==> src/rtl/rv32_alu_issue_wb.sv <==
// Issue/writeback sequencer around the 16-bit-sliced multicycle ALU: decodes one RV32I ALU op,
// reads the register file, holds operands while the ALU runs, and writes the result back to rd.
module rv32_alu_issue_wb #(
  parameter int unsigned TIMEOUT_CYCLES = 8
) (
  input  logic        i_clk,
  input  logic        i_rst,
  input  logic        i_instr_valid,
  input  logic [31:0] i_instr,
  output logic        o_instr_ready,
  output logic        o_rf_ren,
  output logic [4:0]  o_rs1_addr,
  output logic [4:0]  o_rs2_addr,
  input  logic [31:0] i_rs1_data,
  input  logic [31:0] i_rs2_data,
  output logic [31:0] o_alu_operand_one,
  output logic [31:0] o_alu_operand_two,
  output logic [1:0]  o_alu_sel,
  output logic        o_alu_restart,
  output logic        o_alu_hold,
  input  logic        i_alu_data_valid,
  input  logic [31:0] i_alu_result,
  output logic        o_rd_we,
  output logic [4:0]  o_rd_addr,
  output logic [31:0] o_rd_data,
  output logic        o_done,
  output logic        o_illegal,
  output logic        o_timeout
);

  typedef enum logic [2:0] {
    S_IDLE  = 3'd0,
    S_READ  = 3'd1,
    S_ISSUE = 3'd2,
    S_WAIT  = 3'd3,
    S_WB    = 3'd4
  } state_t;

  localparam int unsigned CW = (TIMEOUT_CYCLES > 1) ? $clog2(TIMEOUT_CYCLES) : 1;
  localparam logic [CW-1:0] WAIT_LAST = CW'(TIMEOUT_CYCLES - 1);

  state_t        state_q;
  logic [CW-1:0] wait_cnt_q;
  logic [4:0]    rs1_q;
  logic [4:0]    rs2_q;
  logic [4:0]    rd_q;
  logic [11:0]   imm_q;
  logic          is_imm_q;
  logic [1:0]    op_sel_q;
  logic [31:0]   operand_one_q;
  logic [31:0]   operand_two_q;
  logic [1:0]    alu_sel_q;
  logic [31:0]   rd_data_q;
  logic          ready_q;
  logic          rf_ren_q;
  logic          restart_q;
  logic          hold_q;
  logic          rd_we_q;
  logic          done_q;
  logic          illegal_q;
  logic          timeout_q;

  logic          fn_ok_s;
  logic          dec_legal_s;
  logic          dec_imm_s;
  logic [1:0]    dec_sel_s;

  // Decode the offered instruction: funct3 picks the ALU op, opcode/funct7 gate legality.
  always_comb begin
    fn_ok_s     = 1'b0;
    dec_sel_s   = 2'b00;
    dec_imm_s   = 1'b0;
    dec_legal_s = 1'b0;
    case (i_instr[14:12])
      3'b000:  begin fn_ok_s = 1'b1; dec_sel_s = 2'b00; end
      3'b111:  begin fn_ok_s = 1'b1; dec_sel_s = 2'b01; end
      3'b110:  begin fn_ok_s = 1'b1; dec_sel_s = 2'b10; end
      3'b100:  begin fn_ok_s = 1'b1; dec_sel_s = 2'b11; end
      default: begin fn_ok_s = 1'b0; dec_sel_s = 2'b00; end
    endcase
    case (i_instr[6:0])
      7'b0110011: begin
        dec_imm_s   = 1'b0;
        dec_legal_s = fn_ok_s && (i_instr[31:25] == 7'b0000000);
      end
      7'b0010011: begin
        dec_imm_s   = 1'b1;
        dec_legal_s = fn_ok_s;
      end
      default: begin
        dec_imm_s   = 1'b0;
        dec_legal_s = 1'b0;
      end
    endcase
  end

  // Sequencer FSM; every output is a register updated on the transition into the state that owns it.
  always_ff @(posedge i_clk) begin
    if (i_rst) begin
      state_q       <= S_IDLE;
      wait_cnt_q    <= '0;
      rs1_q         <= 5'd0;
      rs2_q         <= 5'd0;
      rd_q          <= 5'd0;
      imm_q         <= 12'd0;
      is_imm_q      <= 1'b0;
      op_sel_q      <= 2'b00;
      operand_one_q <= 32'd0;
      operand_two_q <= 32'd0;
      alu_sel_q     <= 2'b00;
      rd_data_q     <= 32'd0;
      ready_q       <= 1'b1;
      rf_ren_q      <= 1'b0;
      restart_q     <= 1'b0;
      hold_q        <= 1'b1;
      rd_we_q       <= 1'b0;
      done_q        <= 1'b0;
      illegal_q     <= 1'b0;
      timeout_q     <= 1'b0;
    end else begin
      rf_ren_q  <= 1'b0;
      restart_q <= 1'b0;
      rd_we_q   <= 1'b0;
      done_q    <= 1'b0;
      illegal_q <= 1'b0;
      timeout_q <= 1'b0;
      case (state_q)
        S_IDLE: begin
          if (i_instr_valid) begin
            if (dec_legal_s) begin
              rs1_q    <= i_instr[19:15];
              rs2_q    <= i_instr[24:20];
              rd_q     <= i_instr[11:7];
              imm_q    <= i_instr[31:20];
              is_imm_q <= dec_imm_s;
              op_sel_q <= dec_sel_s;
              ready_q  <= 1'b0;
              rf_ren_q <= 1'b1;
              state_q  <= S_READ;
            end else begin
              illegal_q <= 1'b1;
              state_q   <= S_IDLE;
            end
          end else begin
            state_q <= S_IDLE;
          end
        end
        S_READ: begin
          restart_q <= 1'b1;
          state_q   <= S_ISSUE;
        end
        S_ISSUE: begin
          // Register file data is valid only in this cycle.
          operand_one_q <= i_rs1_data;
          operand_two_q <= is_imm_q ? {{20{imm_q[11]}}, imm_q} : i_rs2_data;
          alu_sel_q     <= op_sel_q;
          wait_cnt_q    <= '0;
          hold_q        <= 1'b0;
          state_q       <= S_WAIT;
        end
        S_WAIT: begin
          if (i_alu_data_valid) begin
            rd_data_q <= i_alu_result;
            rd_we_q   <= (rd_q != 5'd0);
            done_q    <= 1'b1;
            hold_q    <= 1'b1;
            state_q   <= S_WB;
          end else if (wait_cnt_q == WAIT_LAST) begin
            timeout_q <= 1'b1;
            hold_q    <= 1'b1;
            ready_q   <= 1'b1;
            state_q   <= S_IDLE;
          end else begin
            wait_cnt_q <= wait_cnt_q + CW'(1);
          end
        end
        S_WB: begin
          ready_q <= 1'b1;
          state_q <= S_IDLE;
        end
        default: begin
          ready_q <= 1'b1;
          hold_q  <= 1'b1;
          state_q <= S_IDLE;
        end
      endcase
    end
  end

  assign o_instr_ready     = ready_q;
  assign o_rf_ren          = rf_ren_q;
  assign o_rs1_addr        = rs1_q;
  assign o_rs2_addr        = rs2_q;
  assign o_alu_operand_one = operand_one_q;
  assign o_alu_operand_two = operand_two_q;
  assign o_alu_sel         = alu_sel_q;
  assign o_alu_restart     = restart_q;
  assign o_alu_hold        = hold_q;
  assign o_rd_we           = rd_we_q;
  assign o_rd_addr         = rd_q;
  assign o_rd_data         = rd_data_q;
  assign o_done            = done_q;
  assign o_illegal         = illegal_q;
  assign o_timeout         = timeout_q;

endmodule

==> config.mk <==
export PLATFORM = sky130hd
export DESIGN_NAME = rv32_alu_issue_wb
export DESIGN_NICKNAME = d
export VERILOG_FILES = /design/src/rtl/rv32_alu_issue_wb.sv
export SDC_FILE = /design/constraint.sdc
export NUM_CORES = 1
export LEC_CHECK = 0
export BUFFER_PORTS_ARGS = -buffer_cell sky130_fd_sc_hd__buf_4
export CAP_MARGIN = 10
export CORE_MARGIN = 2
export CORE_UTILIZATION = 46
export DETAILED_ROUTE_END_ITERATION = 10
export PLACE_DENSITY = 0.86
export RECOVER_POWER = 50
export SETUP_SLACK_MARGIN = 0.05
export SYNTH_ARGS = -nofsm -noshare
export SYNTH_HDL_FRONTEND = slang
export SYNTH_SLANG_ARGS = --single-unit
==> constraint.sdc <==
create_clock -name i_clk -period 2.5 [get_ports i_clk]
set_input_delay 0.125 -clock i_clk [delete_from_list [all_inputs] [get_ports i_clk]]
set_output_delay 0.125 -clock i_clk [all_outputs]
set_load 0.02 [all_outputs]
==> flow_summary_export.csv <==
group,metric,value,unit
clock_network,htreeDepth,4,
job,drv_cap,0,
timing,finalCriticalPeriod,1.98,ns
timing,fmax,504,MHz
final_layout,final_cells,1084,
clock_network,clkTransAtPathRegs,0.05,ns
timing,tns,0,ns
final_layout,num-nets-final,1065,
clock_network,cts_num_sinks,137,
timing,rsz0062_at_grt,"false",
grt,grt_use_met1,0.321,
setup_path,critPathTopFamily,"simple AND/OR/NAND/NOR gates",
timing,post-route-period-util,0.793,
timing,hold_viol_final,0,
synth,synth_cell_types,40,
setup_path,regToRegStartpoint,"state_q[2]",
setup_path,crit_fanout,15,
grt,antenna_found_initial,0,
final_layout,num-fill-cells,933,
route,ant_nets,0,
setup_path,crit_start,"state_q[2]",
floorplan,die_x,111,µm
worst_hold_path,hp-start,"i_instr[26]",
timing,maxSlewHeadroom,0.328,
placed_design,place.gp.congestion,0.909,
grt,grt_start_max_net_pins,101,
setup_path,end_kind,"register",
final_layout,area_growth,52.6,%
setup_path,cp.arrival,2.32,ns
floorplan,fp.dieH,111,µm
timing,worst-slew-pin-transition,1.00,ns
synth,postSynthCellCount,633,
final_layout,seq_area,0.00274,mm²
synth,ys_seq_area_frac,0.518,
placed_design,post-dp-hpwl,10800,µm
synth,yosys.area.top_type_share,0.518,
clock_network,numCtsBuffers,17,
worst_hold_path,hold_path_class,"in -> reg",
setup_path,cp_slowest_cell,"dfxtp_1",
grt,grt_pass1_vias,5800,
route,dr_total_vias,5828,
timing,fin_skew,0.00425,ns
final_layout,drive_above_1_share,0.184,
floorplan,core_area,0.0113,mm²
setup_path,critPathBufInv,1,
clock_network,tritoncts,"done",
grt,grt_util_met2,0.493,
floorplan,ios,253,
clock_network,clk_root_buffer_cell,"clkbuf_16",
route,drt-total-wl,18000,µm
clock_network,clk_path_buf_depth,2,
route,drt_iter0_drc,554,
placed_design,place_area,0.00724,mm²
setup_path,start_kind,"register",
setup_path,critical_path_required,2.84,ns
clock_network,clk_latency,0.41,ns
grt,use_met3,0.0804,
power,vdd_drop_max,0.000474,V
route,drt_pass1_iterations,5,
route,drc,0,
grt,overflow,0,
final_layout,fin_area,0.00808,mm²
power,power_density,591,mW/mm²
clock_network,cts_resized,0,
setup_path,crit_type,"reg -> reg",
grt,grt.total_usage,0.288,
synth,yosysWarningCount,0,
run_status,status,"finished, final reports clean",
grt,grt_pass1_wl,28800,µm
final_layout,antennaDiodeCount,0,
timing,final_max_slew_viol_count,0,
setup_path,slowest_delay,0.39,ns
synth,ys_seq_elements,137,
placed_design,io_buffers,252,
power,p_leak,2.96,nW
floorplan,initial_utilization,0.467,
synth,synth_area_per_cell,8.36,µm²
synth,syn_nets,767,
final_layout,multiInputGateArea,0.00229,mm²
synth,synth_area_leaders,"dfxtp_1, a21oi_1, nand2_1",
placed_design,dpl.cell_count,976,
floorplan,rows,39,
route,avgViaCountPerCell,5.38,
floorplan,dieArea,0.0124,mm²
synth,yosysTopAreaCell,"dfxtp_1",
grt,top_usage_layer,"met2",
setup_path,path_cells,"nor4b_4 -> o21ai_1 -> buf_4 -> or3_1 -> a21oi_1",
synth,synth_area,0.00529,mm²
route,routedWlPerCell,16.6,µm
timing,setup_viol,0,
==> where the power goes <==
part | switching, mW | total, mW | internal, mW
Clock | 0.844 | 2.16 | 1.32
Sequential | 0.00352 | 2.20 | 2.19
Combinational | 0.164 | 0.412 | 0.248
==> cells by family after synthesis <==
family | Yosys count | synth area share
multiplexers | 12 | 0.0227
adder cells (fa/ha/maj) | 2 | 0.00473
AO/OA/AOI/OAI | 187 | 0.211
AND/OR/NAND/NOR | 228 | 0.190
buffers and inverters | 67 | 0.0530
flip-flops | 137 | 0.518
==> cell usage in the layout, fill, tap and decap left out, types with 3 or more instances in the layout <==
cell,netlist,layout
mux2i_1,12,12
a211oi_1,32,32
dfxtp_1,137,137
nand2_1,136,136
a21oi_1,118,118
clkbuf_8,0,3
o31ai_1,25,25
buf_4,5,140
nand3_1,3,3
nand4_1,23,23
dlygate4sd3_1,0,79
and2_1,5,5
nor2_1,41,41
clkinv_2,0,4
clkbuf_16,0,17
nand2b_1,3,3
clkbuf_1,58,127
==> synthesized netlist by cell type (all sizes together) <==
library cell	instances
nand2b	3
a21oi	118
clkbuf	58
o21bai	1
nand4	23
a211oi	32
nand2	136
o211a	1
and2	5
nand3	3
o21a	1
a31oi	1
a21o	1
dfxtp	137
ha	2
o21ai	3
nand3b	2
or3b	1
inv	1
o41a	1
o41ai	1
nor4	1
o31ai	25
nor3	2
a41o	1
o211ai	1
buf	8
or3	1
nor4b	2
nor2	41
or4	3
mux2i	12
and3b	1
nor2b	2
nor3b	2
==> worst paths after layout <==
kind / endpoint / slack [ns] / depth (start not counted)
worst max-delay path: is_imm_q / 0.52 / 5
worst min-delay path: imm_q[6] / 0.03 / 3
worst max register to register: is_imm_q / 0.52 / 5
worst min register to register: o_rd_data[28] / 0.45 / 2
==> timing repair <==
item	4_1_cts	5_1_grt
hold endpoints to repair	79	0
hold buffers	79	0
buffers inserted	0	0
==> through the flow <==
step	utilization	total power, mW	hold slack [ns]	worst slack, ns
after detailed placement	0.640	2.55	0.381	0.615
final	0.713	4.77	0.0330	0.517
after global placement	0.640	2.55	0.371	0.653
after global routing	0.713	4.92	0.0317	0.295
after CTS	0.754	4.81	0.0115	0.708
after floorplan	-	2.34	0.253	0.593
==> flip-flops by register name (all words and copies together), names as in the netlist, 2 cells and up <==
register and cells:
imm_q 8, o_rs1_addr 5, o_alu_operand_two 32, o_alu_sel 2, o_rs2_addr 4, o_rd_data 32
o_alu_operand_one 32, state_q 3, wait_cnt_q 3, op_sel_q 2, o_rd_addr 5
==> worst reg2reg max path, stage by stage, from the launching register on <==
cell and delay (ns):
dfxtp_1 0.39, nor4b_4 0.35, o21ai_1 0.39, buf_4 0.33, or3_1 0.32, a21oi_1 0.14
==> layer usage <==
| layer | up-vias | part of all wire |
|---|---|---|
| met3 | 72 | 0.080 |
| met5 | - | 0 |
| li1 | 2808 | - |
| met2 | 274 | 0.49 |
| met1 | 2674 | 0.38 |
| met4 | 0 | 0.047 |
==> cell type report <==
type / instances / share of cell area
clock buffers: 25 / 0.0601
clock inverters: 4 / 0.00248
inverters: 1 / 0.000465
multi-input cells: 429 / 0.284
flip-flops and latches: 137 / 0.340
well taps: 143 / 0.0222
repair buffers: 345 / 0.291
Power figures use the tool's default switching activity.
